--- src/rtl/vga_sync_decoder.sv ---
// VGA sync receiver. It samples HSYNC/VSYNC, measures line and frame timing
// in clk cycles, and locks once enough consecutive frames match the expected mode.
module vga_sync_decoder #(
  parameter int unsigned PERIOD_COUNT = 4,
  parameter int unsigned H_TOTAL      = 800,
  parameter int unsigned H_SYNC       = 96,
  parameter int unsigned V_TOTAL      = 525,
  parameter int unsigned V_SYNC       = 2,
  parameter int unsigned TOL          = 2,
  parameter int unsigned LOCK_FRAMES  = 2
) (
  input  logic        clk,
  input  logic        reset_n,
  input  logic        enable,
  input  logic        hsync_in,
  input  logic        vsync_in,
  output logic [15:0] line_period,
  output logic [15:0] hsync_width,
  output logic [9:0]  line_count,
  output logic [9:0]  vsync_lines,
  output logic        meas_valid,
  output logic        locked,
  output logic        sync_error
);

  localparam int unsigned LINE_CLKS    = H_TOTAL * PERIOD_COUNT;
  localparam int unsigned HS_CLKS      = H_SYNC * PERIOD_COUNT;
  localparam int unsigned TIMEOUT_CLKS = 2 * LINE_CLKS;

  localparam logic [1:0] ST_SEARCH = 2'd0;
  localparam logic [1:0] ST_VERIFY = 2'd1;
  localparam logic [1:0] ST_LOCKED = 2'd2;

  logic        hs_s1_q, hs_s2_q, hs_prev_q;
  logic        vs_s1_q, vs_s2_q, vs_prev_q;
  logic [15:0] hcnt_q, hcnt_d;
  logic [9:0]  lcnt_q, lcnt_d;
  logic [9:0]  vl_cnt_q, vl_cnt_d;
  logic [15:0] line_period_q, line_period_d;
  logic [15:0] hsync_width_q, hsync_width_d;
  logic [9:0]  line_count_q, line_count_d;
  logic [9:0]  vsync_lines_q, vsync_lines_d;
  logic        meas_valid_q, meas_valid_d;
  logic        locked_q, locked_d;
  logic        sync_error_q, sync_error_d;
  logic        frame_bad_q, frame_bad_d;
  logic        h_seen_q, h_seen_d;
  logic        v_armed_q, v_armed_d;
  logic [1:0]  state_q, state_d;
  logic [7:0]  good_q, good_d;

  logic        hs_fall, hs_rise, vs_fall, vs_rise;
  logic [15:0] hcnt_inc;
  logic [9:0]  lcnt_inc, vl_inc;
  logic [31:0] hp1, hw;
  logic        line_bad, timeout, frame_ok;

  // Edge strobes, qualified by enable so edges during hold are dropped
  assign hs_fall = enable & hs_prev_q & ~hs_s2_q;
  assign hs_rise = enable & ~hs_prev_q & hs_s2_q;
  assign vs_fall = enable & vs_prev_q & ~vs_s2_q;
  assign vs_rise = enable & ~vs_prev_q & vs_s2_q;

  // Saturating increments and timing checks
  assign hcnt_inc = (hcnt_q == 16'hFFFF) ? hcnt_q : hcnt_q + 16'd1;
  assign lcnt_inc = (lcnt_q == 10'h3FF) ? lcnt_q : lcnt_q + 10'd1;
  assign vl_inc   = (vl_cnt_q == 10'h3FF) ? vl_cnt_q : vl_cnt_q + 10'd1;
  assign hp1      = 32'(hcnt_inc);
  assign hw       = 32'(hsync_width_q);
  assign line_bad = (hp1 > LINE_CLKS + TOL) || (hp1 + TOL < LINE_CLKS) ||
                    (hw > HS_CLKS + TOL) || (hw + TOL < HS_CLKS);
  assign timeout  = enable && (32'(hcnt_q) > TIMEOUT_CLKS);
  assign frame_ok = !frame_bad_q && (lcnt_q == 10'(V_TOTAL)) &&
                    (vsync_lines_q == 10'(V_SYNC));

  // Next-state: counters, measurements, frame evaluation and lock FSM
  always_comb begin
    hcnt_d        = hcnt_q;
    lcnt_d        = lcnt_q;
    vl_cnt_d      = vl_cnt_q;
    line_period_d = line_period_q;
    hsync_width_d = hsync_width_q;
    line_count_d  = line_count_q;
    vsync_lines_d = vsync_lines_q;
    meas_valid_d  = 1'b0;
    sync_error_d  = 1'b0;
    frame_bad_d   = frame_bad_q;
    h_seen_d      = h_seen_q;
    v_armed_d     = v_armed_q;
    state_d       = state_q;
    good_d        = good_q;

    if (enable) begin
      hcnt_d = hcnt_inc;
      if (hs_fall) begin
        hcnt_d   = 16'd0;
        h_seen_d = 1'b1;
        lcnt_d   = lcnt_inc;
        if (h_seen_q) begin
          line_period_d = hcnt_inc;
          if (line_bad) frame_bad_d = 1'b1;
        end
        if (!vs_s2_q) vl_cnt_d = vl_inc;
      end
      if (hs_rise) hsync_width_d = hcnt_inc;
      if (vs_rise) begin
        vsync_lines_d = vl_cnt_q;
        vl_cnt_d      = 10'd0;
      end
      if (vs_fall) begin
        // A coincident hsync fall opens the new frame and is checked there
        lcnt_d      = hs_fall ? 10'd1 : 10'd0;
        frame_bad_d = hs_fall && h_seen_q && line_bad;
        v_armed_d   = 1'b1;
        if (v_armed_q) begin
          line_count_d = lcnt_q;
          meas_valid_d = 1'b1;
          case (state_q)
            ST_SEARCH: if (frame_ok) begin
              good_d  = 8'd1;
              state_d = (LOCK_FRAMES == 1) ? ST_LOCKED : ST_VERIFY;
            end
            ST_VERIFY: if (frame_ok) begin
              good_d = good_q + 8'd1;
              if (32'(good_q) + 32'd1 == LOCK_FRAMES) state_d = ST_LOCKED;
            end else begin
              good_d  = 8'd0;
              state_d = ST_SEARCH;
            end
            ST_LOCKED: if (!frame_ok) begin
              good_d       = 8'd0;
              state_d      = ST_SEARCH;
              sync_error_d = 1'b1;
            end
            default: begin
              good_d  = 8'd0;
              state_d = ST_SEARCH;
            end
          endcase
        end
      end
      // Missing hsync: drop lock and spoil the current frame
      if (timeout) begin
        frame_bad_d = 1'b1;
        if (state_q == ST_LOCKED) sync_error_d = 1'b1;
        state_d = ST_SEARCH;
        good_d  = 8'd0;
      end
    end
    locked_d = (state_d == ST_LOCKED);
  end

  // State registers; synchronizers idle high
  always_ff @(posedge clk or negedge reset_n) begin
    if (!reset_n) begin
      hs_s1_q       <= 1'b1;
      hs_s2_q       <= 1'b1;
      hs_prev_q     <= 1'b1;
      vs_s1_q       <= 1'b1;
      vs_s2_q       <= 1'b1;
      vs_prev_q     <= 1'b1;
      hcnt_q        <= 16'd0;
      lcnt_q        <= 10'd0;
      vl_cnt_q      <= 10'd0;
      line_period_q <= 16'd0;
      hsync_width_q <= 16'd0;
      line_count_q  <= 10'd0;
      vsync_lines_q <= 10'd0;
      meas_valid_q  <= 1'b0;
      locked_q      <= 1'b0;
      sync_error_q  <= 1'b0;
      frame_bad_q   <= 1'b0;
      h_seen_q      <= 1'b0;
      v_armed_q     <= 1'b0;
      state_q       <= ST_SEARCH;
      good_q        <= 8'd0;
    end else begin
      hs_s1_q       <= hsync_in;
      hs_s2_q       <= hs_s1_q;
      hs_prev_q     <= hs_s2_q;
      vs_s1_q       <= vsync_in;
      vs_s2_q       <= vs_s1_q;
      vs_prev_q     <= vs_s2_q;
      hcnt_q        <= hcnt_d;
      lcnt_q        <= lcnt_d;
      vl_cnt_q      <= vl_cnt_d;
      line_period_q <= line_period_d;
      hsync_width_q <= hsync_width_d;
      line_count_q  <= line_count_d;
      vsync_lines_q <= vsync_lines_d;
      meas_valid_q  <= meas_valid_d;
      locked_q      <= locked_d;
      sync_error_q  <= sync_error_d;
      frame_bad_q   <= frame_bad_d;
      h_seen_q      <= h_seen_d;
      v_armed_q     <= v_armed_d;
      state_q       <= state_d;
      good_q        <= good_d;
    end
  end

  assign line_period = line_period_q;
  assign hsync_width = hsync_width_q;
  assign line_count  = line_count_q;
  assign vsync_lines = vsync_lines_q;
  assign meas_valid  = meas_valid_q;
  assign locked      = locked_q;
  assign sync_error  = sync_error_q;

endmodule

--- config.mk ---
export PLATFORM = sky130hd
export DESIGN_NAME = vga_sync_decoder
export DESIGN_NICKNAME = d
export VERILOG_FILES = /design/src/rtl/vga_sync_decoder.sv
export SDC_FILE = /design/constraint.sdc
export NUM_CORES = 1
export LEC_CHECK = 0
export CORE_MARGIN = 2
export CORE_UTILIZATION = 35
export CTS_BUF_LIST = sky130_fd_sc_hd__clkbuf_4 sky130_fd_sc_hd__clkbuf_8
export CTS_CLUSTER_SIZE = 30
export DETAILED_ROUTE_END_ITERATION = 8
export DONT_BUFFER_PORTS = 1
export PLACE_DENSITY = 0.58
export SLEW_MARGIN = 0
export SYNTH_ARGS = -nofsm -noshare
export SYNTH_HDL_FRONTEND = slang
export SYNTH_SLANG_ARGS = --single-unit
--- constraint.sdc ---
create_clock -name clk -period 8.2 [get_ports clk]
set_clock_uncertainty 0.15 [all_clocks]
set_input_delay 2.05 -clock clk [delete_from_list [all_inputs] [get_ports clk]]
set_output_delay 2.05 -clock clk [all_outputs]
set_load 0.05 [all_outputs]
# ---- After elaboration in Yosys (flattened, before gate mapping)
# Index checks and enable logic that the tools add are counted.
dict set report word_totals {
  in_bits 5
  memories 0
  ram_bits 0
  romBits 0
  latch_bits 0
  output_inout_bits 55
  regBits 110
  wordCells 127
}
dict set report op_classes {
  n_mul 0
  n_eq_ne 14
  magnitude_cmp 5
  shift 0
  add_sub_neg 7
  reduce_logical 27
  muxes 41
  bitwise 12
  div 0
}
# operator count
set ops {}
lappend ops {{two-way mux 10 bit} 7}
lappend ops {{two-way mux 8 bit} 6}
lappend ops {{adder 16 x 2 -> 17 bit, second input constant} 2}
lappend ops {{two-way mux 16 bit} 2}
lappend ops {{equality test 10 bit, second input constant} 3}
lappend ops {{case mux 8 bit (3 select lines)} 1}
lappend ops {{adder 10 x 1 -> 10 bit, second input constant} 2}
lappend ops {{less-than comparator 17 x 12 -> 1 bit, second input constant} 1}
lappend ops {{less-than comparator 17 x 9 -> 1 bit, second input constant} 1}
lappend ops {{adder 16 x 1 -> 16 bit, second input constant} 1}
lappend ops {{equality test 16 bit, second input constant} 1}
lappend ops {{> comparator 16 x 12 -> 1 bit, second input constant} 1}
lappend ops {{> comparator 16 x 13 -> 1 bit, second input constant} 1}
lappend ops {{> comparator 16 x 9 -> 1 bit, second input constant} 1}
lappend ops {{two-way mux 1 bit} 16}
lappend ops {{two-way mux 2 bit} 8}
lappend ops {{equality test 10 x 2 -> 1 bit, second input constant} 1}
lappend ops {{adder 8 x 1 -> 9 bit, second input constant} 1}
lappend ops {{equality test 9 x 2 -> 1 bit, second input constant} 1}
lappend ops {{AND reduction 3 bit} 3}
lappend ops {{nonzero test 3 bit} 3}
lappend ops {{adder 8 x 1 -> 8 bit, second input constant} 1}
lappend ops {{bitwise AND 1 bit} 8}
lappend ops {{AND reduction 2 bit} 4}
lappend ops {{14 further kinds} 30}

# ---- Logic depth before layout (Yosys ltp)
dict set report logic_depth {
  ltp_word 12
  depth_mapped 9
  mapped_depth_nobuf 8
}

# ---- Worst setup path before layout
# No wires, ideal clock.
dict set report synth_path {
  path_kind {input -> register}
  from {input port enable}
  to {register good_q[2]}
  cell_stages 7
  setup_slack_ps 4461
  t_arrival_ps 3467
  t_required_ps 7928
  setup_time_ps 122
  path_cell_list {clkbuf_1 -> and3b_1 -> clkbuf_1 -> nand2_1 -> a31oi_1 -> o21ai_1 -> a32o_1}
}
dict set report synth_between {
  elab_chain_len 4
}
# item line_no
set synth_lines {}
lappend synth_lines {{from (decl)} 14} ;# input logic enable,
lappend synth_lines {{bitwise AND 1 bit (2 in series)} 61} ;# assign vs_fall = enable & vs_prev_q & ~vs_s2_q;
lappend synth_lines {{nonzero test 2 bit (no line)} n/a}
lappend synth_lines {{AND reduction 5 bit (no line)} n/a}
lappend synth_lines {{to (signal assigned)} 198} ;# good_q <= good_d;
lappend synth_lines {{to (decl)} 50} ;# logic [7:0] good_q, good_d;
# Several ways; a longest one is shown, not always the timed one.
# A chain may end at the register's enable or synchronous reset.

# ---- Worst setup path after layout
dict set report layout_path {
  from {input port enable}
  to {register locked_q (netlist: locked)}
}
dict set report layout_between {
  elab_chain_len 6
}
# item line_no
set layout_lines {}
lappend layout_lines {{bitwise AND 1 bit (2 in series)} 61}
lappend layout_lines {{two-way mux 2 bit} 110} ;# if (vs_fall) begin
lappend layout_lines {{two-way mux 2 bit} 143} ;# if (timeout) begin
lappend layout_lines {{two-way mux 2 bit (*)} 93} ;# if (enable) begin
lappend layout_lines {{via state_d[1]} 49} ;# logic [1:0] state_q, state_d;
lappend layout_lines {{equality test 2 bit (*)} 150} ;# locked_d = (state_d == ST_LOCKED);
lappend layout_lines {{via locked_d} 44} ;# logic locked_q, locked_d;
lappend layout_lines {{to (signal assigned)} 192} ;# locked_q <= locked_d;
lappend layout_lines {{to (decl)} 44}
# Mark *: on every way through the listed nets, which the timed path passes. The rest lies on a longest branch.

==> qor.txt <==
Run status = complete, no violations
Die ar. = 16,410 um2
Leak pwr = 2.520 nW
Total CTS buffers = 9
Worst path cell trace = and3b_1 -> nand2_1 -> inv_1 -> o31ai_1 -> a31oi_1 -> o32ai_1 -> and2_1
Gate count of the mapped netlist = 575
Critical-path maximum fanout = 17
Final ANT Viol Nets = 0
Flop pwr share = 61.8%
Unrepaired setup endpoints after global routing = no
Launching element type of the critical path = input port
Antenna Cells = 0
Async set-reset flop share out of synthesis = 100.0%
Global-route wire length before repair = 21,410 um
Fin crit share = 46.81%
Area Growth Syn to Fin = 5.709%
Most numerous cell in the Yosys netlist = nand2_1
Post-Syn Area = 5391 um2
Post-synthesis net count = 587
Setup crit end kind = register
Post-synthesis cell type count = 65
Via count = 4,166
Routed wire length = 12,570 um
Clk slew on worst S/H paths = 0.09 ns
Placer Congestion = 0.8886
Fillers = 1,500
Final setup violation count = 0
Vias per Instance = 5.540
Die Span Y = 128.1 um
Num Clock Sinks = 110
Row count = 45
P_int = 0.7764 mW
Worst Path Arrival = 3.96 ns
Primary FF master, synth = dfrtp_1
Met2 routed wirelength = 6087 um
Post-CTS sizing = 0
Post-CTS setup buffer count = 0
Initial Utilization = 35.60%
Slowest stage cell, crit path = and3b_1
Setup ws final = 4.361 ns
Largest area contributor in the netlist = dfrtp_1
Max layer used = met4
HPWL after detailed placement = 8903 um
Pin count of the biggest net entering global routing = 111
Cts hold-fix bufs = 0
Sequential element share of the synthesized area = 51.20%
Vias in the first global route = 4,113
Avg Cell Area, Syn = 9.376 um2
DRC viols = 0
WL met1 = 5839 um
IO Pins = 60
Met3 WL post-DR = 481 um
CP max stage delay = 0.45 ns
Clock network fraction of total power = 29.1%
Tmin final = 3.839 ns
Fraction of synthesized cell area taken by the top area cell type = 48.27%
CP delay by family, top = simple AND/OR/NAND/NOR gates
Die X = 128.1 um
Sw Ratio = 32.03%
H-tree Lvls = 3
Final Non-Filler Cells = 752
Worst Tran Pin Value = 1.060 ns
Wire per inst = 16.71 um
Comb pwr share = 9.1%
Core Area = 15,150 um2
Slew Limit Fails = 0
Crit path kind = input port to register
Synthesis Warnings = 0
Worst path bufs/invs = 1
Final hold viol count = 0
Clk Latency, worst-skew pair = 0.38 ns
VDD IR max = 0.09119 mV
Placed Cells = 736
Top post-synthesis cells by area = dfrtp_1, nand2_1, o21ai_0
DP Worst Slack = 3.954 ns
Hold WC Path Type = register to register
Pwr Density = 200.4 nW/um2
Post-synth top cells = nand2_1, dfrtp_1, o21ai_0
Final net count = 571
Relative slew margins = 29.09%
Port Buffers = 0
Grt ovf = 0
Synth Register Bits = 110
DR pass1 iterations = 5
CTS tree = done
Number of flops mapped to enable cells by yosys = 0
Maximum clock path buffer count = 2
Max-Cap Viols = 0
Max Clk Rate = 260.5 MHz
Net Sw Power = 0.3659 mW
Initial antenna violation count = 0
Setup TNS = 0 ns
Root buf cell = clkbuf_8
GRT Overall Usage = 16.28%
Worst path required time = 8.32 ns
Iteration-0 DRC Markers = 292
Fraction of layout cells with a size suffix above 1 = 5.851%
-- per-stage QoR --
stage | power (mW) | instance area (um2) | utilization, % | hold WS, ns
floorplan | 0.7896 | 5391 | - | 0.1952
CTS | 1.155 | 5699 | 37.63 | 0.2141
detailed placement | 0.8215 | 5504 | 36.34 | 0.2000
global route | 1.195 | 5699 | 37.63 | 0.2155
finish | 1.142 | 5699 | 37.63 | 0.2131
global placement | 0.8175 | 5504 | 36.34 | 0.1981
-- final cells by class --
cell class	instances	area, um2	area share (%)
inverters	12	45.04	0.7903
clock inverters	4	48.80	0.8562
multi-input cells	425	2456	43.10
flip-flops and latches	110	2760	48.43
well taps	188	235.2	4.127
clock buffers	12	146.4	2.569
repair buffers	1	7.507	0.1317
-- registers in the layout, indices dropped and copies added (netlist names), 2 cells and up --
register / cells
line_count: 10
vsync_lines: 10
hsync_width: 16
good_q: 8
state_q: 2
lcnt_q: 10
hcnt_q: 16
line_period: 16
vl_cnt_q: 10
-- worst register-to-register path, stage by stage (launching register included) --
cell and delay (ns):
dfrtp_1 0.49, ha_1 0.38, nand4_1 0.40, nor3_1 0.88, o21ai_0 0.46, o41ai_1 0.68, nand3_1 0.15
-- path summary, 6_finish.rpt --
| check | startpoint | end | slack, ns | depth (start not counted) |
|---|---|---|---|---|
| min reg2reg | hs_s1_q | hs_s2_q | 0.21 | 0 |
| max reg2reg | hcnt_q[0] | frame_bad_q | 4.48 | 6 |
| max in group asynchronous | reset_n | vs_prev_q | 6.47 | 0 |
| max | enable | locked | 4.36 | 7 |
| min | hs_s1_q | hs_s2_q | 0.21 | 0 |
| min in group asynchronous | reset_n | line_period[14] | 1.21 | 0 |
-- placed cells by master (no fill, tap or decap), drive strengths merged, types with 5 or more instances in the layout --
cell type and instances:
a21o 5, a21oi 11, and2 8, and3 9, clkbuf 12, dfrtp 104, dfstp 6, ha 7
inv 13, nand2 121, nand2b 5, nand3 22, nand3b 5, nand4 15, nor2 31, nor3 13
nor4 7, o21ai 56, o2bb2ai 9, o31ai 5, o41ai 5, or4 6, xnor2 8, xor2 14
-- kinds of logic after synthesis --
group                    Yosys count  share of synthesized area (%)
AO/OA/AOI/OAI                    129                          15.73
multiplexers                       6                          1.160
buffers and inverters             40                          3.342
AND/OR/NAND/NOR                  261                          23.37
XOR/XNOR                          22                          3.574
flip-flops                       110                          51.20
adder cells (fa/ha/maj)            7                          1.624
-- layer usage --
| layer | vias up | GRT usage (%) |
|---|---|---|
| li1 | 2027 | - |
| met1 | 2038 | 21.79 |
| met2 | 91 | 26.71 |
| met3 | 10 | 3.297 |
| met4 | 0 | 4.977 |
| met5 | - | 0 |
-- power by group through the flow --
stage,clock network [mW],registers [mW],logic (mW)
4_1_cts,0.344,0.707,0.104
2_1_floorplan,0,0.700,0.0898
3_5_place_dp,0,0.718,0.104
6_report,0.332,0.706,0.104
5_1_grt,0.362,0.713,0.120
3_3_place_gp,0,0.717,0.101
(Power assumes the default switching activity.)
